--- src/rtl/reg_write_arbiter.sv ---
// reg_write_arbiter: round-robin share of the register-file write port with a registered write stage
// and a per-register pending-write scoreboard for RAW hazard checks.
module reg_write_arbiter #(
    parameter int NREQ   = 3,
    parameter int DATA_W = 32,
    parameter int IDX_W  = 5
) (
    input  logic                   clk,
    input  logic                   reset,
    input  logic [NREQ-1:0]        req,
    input  logic [NREQ*IDX_W-1:0]  req_index,
    input  logic [NREQ*DATA_W-1:0] req_data,
    output logic [NREQ-1:0]        gnt,
    output logic [IDX_W-1:0]       write_index,
    output logic                   write_enable,
    output logic [DATA_W-1:0]      write_data,
    input  logic                   busy_set,
    input  logic [IDX_W-1:0]       busy_set_index,
    input  logic [IDX_W-1:0]       busy_index_rs,
    input  logic [IDX_W-1:0]       busy_index_rt,
    output logic                   busy_rs,
    output logic                   busy_rt
);
    localparam int pw = $clog2(NREQ);
    localparam logic [pw:0] nreq_w = (pw+1)'(NREQ);
    localparam int nreg = 1 << IDX_W;

    logic [pw-1:0]     ptr;
    logic [pw-1:0]     gnt_idx;
    logic [pw:0]       cand;
    logic              found;
    logic              grant;
    logic [IDX_W-1:0]  sel_index;
    logic [DATA_W-1:0] sel_data;
    logic [nreg-1:0]   busy;
    logic [nreg-1:0]   busy_nxt;

    // Search p, p+1, ... with an extra bit so the modulo wrap is exact for non-power-of-two NREQ.
    always_comb begin
        found   = 1'b0;
        gnt_idx = '0;
        cand    = '0;
        for (int k = 0; k < NREQ; k++) begin
            cand = {1'b0, ptr} + (pw+1)'(k);
            cand = (cand >= nreq_w) ? cand - nreq_w : cand;
            if (!found && req[cand[pw-1:0]]) begin
                found   = 1'b1;
                gnt_idx = cand[pw-1:0];
            end
        end
    end

    assign grant     = found && reset;
    assign gnt       = grant ? NREQ'(1) << gnt_idx : '0;
    assign sel_index = req_index[gnt_idx*IDX_W +: IDX_W];
    assign sel_data  = req_data[gnt_idx*DATA_W +: DATA_W];

    always_ff @(posedge clk or negedge reset) begin
        if (!reset) begin
            ptr          <= '0;
            write_enable <= 1'b0;
            write_index  <= '0;
            write_data   <= '0;
        end else begin
            write_enable <= grant && sel_index != '0;
            if (grant) begin
                ptr         <= (gnt_idx == pw'(NREQ-1)) ? '0 : gnt_idx + 1'b1;
                write_index <= sel_index;
                write_data  <= sel_data;
            end
        end
    end

    // Set is applied after clear so a newer pending write on the same register survives.
    always_comb begin
        busy_nxt = busy;
        if (write_enable)
            busy_nxt[write_index] = 1'b0;
        if (busy_set && busy_set_index != '0)
            busy_nxt[busy_set_index] = 1'b1;
    end

    always_ff @(posedge clk or negedge reset) begin
        if (!reset)
            busy <= '0;
        else
            busy <= busy_nxt;
    end

    assign busy_rs = busy[busy_index_rs];
    assign busy_rt = busy[busy_index_rt];
endmodule

--- config.mk ---
export PLATFORM = sky130hd
export DESIGN_NAME = reg_write_arbiter
export DESIGN_NICKNAME = d
export VERILOG_FILES = /design/src/rtl/reg_write_arbiter.sv
export SDC_FILE = /design/constraint.sdc
export NUM_CORES = 1
export LEC_CHECK = 0
export CAP_MARGIN = 20
export CORE_MARGIN = 3
export CORE_UTILIZATION = 44
export DETAILED_ROUTE_END_ITERATION = 16
export GPL_TIMING_DRIVEN = 0
export PLACE_DENSITY = 0.81
export SLEW_MARGIN = 15
export SYNTH_ARGS = -nofsm -noshare
export SYNTH_HDL_FRONTEND = slang
export SYNTH_SLANG_ARGS = --single-unit
--- constraint.sdc ---
create_clock -name clk -period 3.1 [get_ports clk]
set_input_delay 0.465 -clock clk [delete_from_list [all_inputs] [get_ports clk]]
set_output_delay 0.465 -clock clk [all_outputs]
set_load 0.01 [all_outputs]
==> results of run 1 <==
## kinds of logic (layout without fill, tap and decap cells)
kind of cell | count (synthesis) | count (layout) | share of synthesized area (%)
flip-flops | 72 | 72 | 40.3
buffers and inverters | 40 | 236 | 4.67
AND/OR/NAND/NOR | 159 | 159 | 18.4
adder cells (fa/ha/maj) | 4 | 4 | 1.12
multiplexers | 25 | 25 | 11.4
AO/OA/AOI/OAI | 166 | 166 | 24.2
## worst max-delay path: stages
cell and delay [ns]:
clkbuf_1 0.45, mux4_2 0.42, mux4_2 0.49, mux2_2 0.28, clkdlybuf4s50_1 0.48
## cell type report
| class | count | share of cell area (%) |
|---|---|---|
| Tap cell | 133 | 2.48 |
| Clock buffer | 10 | 2.05 |
| Sequential cell | 72 | 26.8 |
| Clock inverter | 6 | 0.633 |
| Multi-Input combinational cell | 354 | 38.0 |
| Buffer | 34 | 3.00 |
| Timing Repair Buffer | 182 | 26.8 |
| Inverter | 4 | 0.223 |
## stage by stage
stage                     instances  setup slack [ns]  TNS [ns]  hold WS (ns)
after floorplan                 466             0.581         0         0.169
after global placement          769             -2.40   -127.14         0.465
after detailed placement        770            -0.445     -1.30         0.322
after CTS                       791           0.00434         0         0.491
after global routing            795           0.00717         0         0.508
final                           795            0.0514         0         0.484
## placed cells by master, fill, tap and decap left out, types with 11 or more instances in the layout
master | netlist | routed
clkdlybuf4s50_1 | 0 | 166
buf_2 | 14 | 11
mux4_2 | 20 | 20
dfrtp_1 | 72 | 71
a211oi_1 | 37 | 37
and3_1 | 34 | 34
buf_4 | 2 | 14
clkbuf_1 | 13 | 11
nand3b_1 | 11 | 11
nand2_1 | 46 | 46
o21ai_0 | 72 | 71
o31ai_1 | 34 | 34
nor2_1 | 38 | 38
## state kept, by name, indices dropped and copies added (netlist names)
register	count
busy	32
write_data	32
write_index	5
ptr	2
write_enable	1
## report_power, final
part	leakage [nW]	internal, mW	switching [mW]
clock network	0.0887	0.313	0.365
logic	1.74	1.87	1.99
registers	0.829	1.40	0.327
total	2.66	3.58	2.68
## worst max-delay path by stage
stage / start / end / slack [ns]
final: busy_index_rt[1] / busy_rt / 0.05
after global routing: busy_index_rt[0] / busy_rt / 0.007
after CTS: ptr[0] / gnt[0] / 0.004
after detailed placement: req[1] / gnt[2] / -0.45
after global placement: reset / gnt[2] / -2.40
after floorplan: ptr[0] / gnt[0] / 0.58
## metal layers
layer	track usage [%]	part of all wire, %	wire length, µm
met5	0	0	0
met4	11.4	3.2	491
met3	7.28	8.4	1290
met2	48.0	51	7920
met1	32.5	37	5680
## repair_timing
| item | in CTS | in global routing |
|---|---|---|
| gates resized for setup | 23 | 11 |
| hold endpoints to repair | 11 | 0 |
| hold buffers | 1 | 0 |
| setup endpoints to repair | 3 | 3 |
| pin swaps | 2 | 1 |
| buffers inserted | 6 | 4 |
==> impl_metrics.csv, run 1 <==
group,metric,value,unit
status,status,"finished clean",
logic_synthesis,syn_area,4470,µm²
floorplanning,die-area,11400,µm²
power_and_ir_drop,powerDensity,932,nW/µm²
clock_network,cts.sinks,72,
grt,antenna_found_initial,0,
drt,first_iter_violations,325,
timing,final_hold_viol_count,0,
clock_network,root_buffer,"clkbuf_8",
critical_path,crit_type,"in2out",
critical_path,startpoint_type,"input pin",
logic_synthesis,synth_common_cells,"dfrtp_1 (72), o21ai_0 (72), nand2_1 (46)",
drt,viasPerCell,5.81,
logic_synthesis,synth_cell_types,46,
logic_synthesis,yosysWarnings,0,
grt,overflow,0,
timing,skew,0.00876,ns
timing,relSlewSlack,60.1,%
clock_network,cts_buffers,9,
placed_design,portBuffers,170,
final_layout,fillCellCount,820,
min_path,min_from,"write_data[7]",
placed_design,place_congestion,0.960,
final_layout,fin_area,6720,µm²
logic_synthesis,dominantRegCellSynth,"dfrtp_1",
grt,grt_usage,27.7,%
timing,rsz0062_at_grt,"false",
clock_network,clock_path_buffers,2,
floorplanning,start_util,45.6,%
logic_synthesis,syn_nets,602,
final_layout,nets,793,
floorplanning,die_x,107,µm
final_layout,insertedDiodeCount,0,
drt,vias,4622,
drt,route.detailed.wl_per_inst,19.4,µm
floorplanning,rows,36,
drt,drc_errors,0,
placed_design,dpl_cell_area,6370,µm²
timing,report.final.slew_viol_count,0,
final_layout,multi_input_area,2550,µm²
drt,finalWirelength,15400,µm
final_layout,drive_above_1_share,14.4,%
final_layout,final_util,68.4,%
min_path,min_path_cells,2,
grt,grt_pass1_vias,4844,
critical_path,worst_setup_path_end_kind,"output pin",
min_path,hold_path.class,"reg2reg",
logic_synthesis,synth_top_cell_by_area,"dfrtp_1",
clock_network,clk_transition_reported_paths,0.08,ns
logic_synthesis,syn-instance-count,466,
placed_design,dp_hpwl,11800,µm
timing,finalCriticalPeriod,3.05,ns
drt,detail-route-antenna-nets,0,
power_and_ir_drop,peakVddDrop,0.598,mV
logic_synthesis,synthTopCellsByArea,"dfrtp_1 (40%), mux4_2 (10%), o21ai_0 (8.1%)",
timing,fin_crit_sh,98.3,%
grt,grt_max_degree,63,
clock_network,clk_latency,0.35,ns
floorplanning,core,9820,µm²
logic_synthesis,synth_top_area_share,40.3,%
critical_path,r2r_cells,11,
timing,finalSetupViolCount,0,
final_layout,regArea,1800,µm²
drt,first_pass_iters,5,
critical_path,r2r_start,"ptr[0]",
floorplanning,num_io_pins,175,
timing,tightest_slew,0.598,ns
floorplanning,die_y,107,µm
logic_synthesis,synth_area_per_cell,9.60,µm²
logic_synthesis,synth_edf_count,0,
timing,fmax,0.328,GHz
logic_synthesis,synthArstFlopShare,100,%
critical_path,cp.required,2.63,ns
grt,grt_pass1_wl,24800,µm
critical_path,rrSetupSlack,0.54,ns
min_path,hold_end,"write_data[7]",
clock_network,cts.htree.levels,3,
critical_path,r2r_end,"write_data[25]",
critical_path,cp.arrival,2.58,ns
logic_synthesis,ys_seq_area_share,40.3,%
final_layout,area_growth,50.2,%
flow_run,cap_violations,0,
critical_path,worst-path-max-fanout,8,
clock_network,cts_tree,"yes",
logic_synthesis,synth-seq-cells,72,
power_and_ir_drop,leakage,2.66,nW
power_and_ir_drop,power.total,6.26,mW
Note: power is estimated with default switching activity, not from simulation.
==> run 2, diff against run 1 <==
--- a/config.mk
+++ b/config.mk
@@ -8,6 +8,7 @@
 export CAP_MARGIN = 20
 export CORE_MARGIN = 3
 export CORE_UTILIZATION = 44
+export CTS_CLUSTER_DIAMETER = 40
 export DETAILED_ROUTE_END_ITERATION = 16
 export GPL_TIMING_DRIVEN = 0
 export PLACE_DENSITY = 0.81
==> results of run 2 <==
No change in the layout: final DEF, timing and power equal those of run 1.
==> run 3, diff against run 2 <==
--- a/config.mk
+++ b/config.mk
@@ -12,6 +12,7 @@
 export DETAILED_ROUTE_END_ITERATION = 16
 export GPL_TIMING_DRIVEN = 0
 export PLACE_DENSITY = 0.81
+export RECOVER_POWER = 50
 export SLEW_MARGIN = 15
 export SYNTH_ARGS = -nofsm -noshare
 export SYNTH_HDL_FRONTEND = slang
==> impl_metrics.csv, run 3 (synthesis gave the netlist of run 1 again) <==
group,metric,value,unit
critical_path,slowest_stage,"mux4_2",
power_and_ir_drop,power.total,6.26,mW
flow_run,cap_violations,0,
clock_network,clock_path_buffers,2,
floorplanning,num_io_pins,175,
final_layout,mostFrequentLayoutCells,"clkdlybuf4s50_1 (165), o21ai_0 (71), dfrtp_1 (71)",
final_layout,final_common_cell,"clkdlybuf4s50_1",
critical_path,cpPeakStageDelay,0.49,ns
timing,finalCriticalPeriod,3.05,ns
critical_path,cp-startpoint,"busy_index_rt[1]",
final_layout,stdcell_count,795,
critical_path,cp.arrival,2.58,ns
clock_network,cts_tree,"yes",
grt,grt_usage,27.7,%
floorplanning,start_util,45.6,%
final_layout,fin_area,6720,µm²
floorplanning,die_y,107,µm
floorplanning,die_x,107,µm
power_and_ir_drop,leakage,2.66,nW
timing,skew,0.00876,ns
final_layout,nets,793,
drt,viasPerCell,5.82,
placed_design,dpl_cell_area,6370,µm²
final_layout,insertedDiodeCount,0,
grt,antenna_found_initial,0,
grt,grt_pass1_vias,4844,
timing,rsz0062_at_grt,"false",
final_layout,drive_above_1_share,14.4,%
power_and_ir_drop,peakVddDrop,0.598,mV
critical_path,timing.critical_path.mode_cell,"mux4_2",
critical_path,startpoint_type,"input pin",
critical_path,crit_type,"in2out",
placed_design,dp_hpwl,11800,µm
timing,final_hold_viol_count,0,
clock_network,clk_latency,0.35,ns
placed_design,placed_cells,770,
timing,relSlewSlack,60.1,%
grt,grt_max_degree,63,
placed_design,place_congestion,0.960,
drt,finalWirelength,15400,µm
drt,drc_errors,0,
min_path,hold_path.class,"reg2reg",
clock_network,cts.htree.levels,3,
floorplanning,die-area,11400,µm²
critical_path,r2r_start,"ptr[0]",
clock_network,cts_buffers,9,
clock_network,cts.sinks,72,
status,status,"finished clean",
placed_design,portBuffers,170,
floorplanning,core,9820,µm²
drt,vias,4630,
drt,first_iter_violations,325,
final_layout,area_growth,50.2,%
final_layout,fillCellCount,820,
timing,report.final.slew_viol_count,0,
critical_path,worst_setup_path_end_kind,"output pin",
grt,overflow,0,
drt,route.detailed.wl_per_inst,19.4,µm
final_layout,largestRegisters,"busy x32, write_data x32, write_index x5",
min_path,min_from,"write_data[7]",
timing,tightest_slew,0.599,ns
grt,grt_pass1_wl,24800,µm
power_and_ir_drop,powerDensity,932,nW/µm²
critical_path,cp.required,2.63,ns
critical_path,crit_chain,"clkbuf_1 > mux4_2 > mux4_2 > mux2_2 > clkdlybuf4s50_1",
clock_network,root_buffer,"clkbuf_8",
timing,fin_crit_sh,98.4,%
drt,first_pass_iters,5,
floorplanning,rows,36,
clock_network,clk_transition_reported_paths,0.08,ns
timing,fmax,0.328,GHz
critical_path,crit_family,"multiplexers",
drt,detail-route-antenna-nets,0,
critical_path,worst-path-max-fanout,8,
timing,finalSetupViolCount,0,
critical_path,critPathBufInv,2,
## run 3: worst register-to-register path, stage by stage, from the launching register on
cell	delay (ns)
dfrtp_2	0.45
buf_4	0.15
ha_1	0.20
and3b_2	0.31
a21oi_4	0.06
buf_4	0.14
or2_1	0.22
buf_6	0.16
buf_6	0.14
and3_1	0.18
a211oi_1	0.34
o31ai_1	0.10
## run 3: worst paths after layout
check                            endpoint  slack, ns  depth (start not counted)
max                               busy_rt       0.05                          5
min reg2reg                 write_data[7]       0.48                          2
min                         write_data[7]       0.48                          2
max in group asynchronous          ptr[0]       2.02                          3
min in group asynchronous  write_index[3]       0.51                          2
max reg2reg                write_data[25]       0.54                         11
## run 3: timing repair
action / 4_1_cts / 5_1_grt
resized for setup: 23 / 11
setup buffers: 6 / 4
pin swaps: 2 / 1
hold endpoints to repair: 11 / 0
hold buffers: 1 / 0
endpoints found under the setup margin: 3 / 3
## run 3: report_power, final
part	switching (mW)	internal [mW]
sequential	0.327	1.40
combinational	1.99	1.87
clock	0.365	0.313
## run 3: final cells by class
type                       instances  area [µm²]  share of cell area (%)
buffer                            34         201                    3.00
clock buffer                      10         138                    2.05
clock inverter                     6        42.5                   0.633
inverter                           4        15.0                   0.223
multi-input combinational        354        2550                    38.0
sequential                        72        1800                    26.8
tap                              133         166                    2.48
timing repair buffer             182        1800                    26.8
## run 3: metrics by stage
stage / setup TNS, ns / utilization [%] / hold WS [ns] / worst slack, ns
after CTS: 0 / 68.0 / 0.491 / 0.00434
after detailed placement: -1.30 / 64.8 / 0.322 / -0.445
after global routing: 0 / 68.4 / 0.508 / 0.00717
after floorplan: 0 / - / 0.169 / 0.581
after global placement: -127.14 / 64.6 / 0.465 / -2.40
final: 0 / 68.4 / 0.484 / 0.0508
## run 3: metal layers
| metal | vias to the layer above | global-route usage (%) | part of all wire, % |
|---|---|---|---|
| li1 | 2148 | - | - |
| met5 | - | 0 | 0 |
| met3 | 46 | 7.28 | 8.5 |
| met2 | 236 | 48.0 | 51 |
| met4 | 0 | 11.4 | 3.3 |
| met1 | 2200 | 32.5 | 37 |
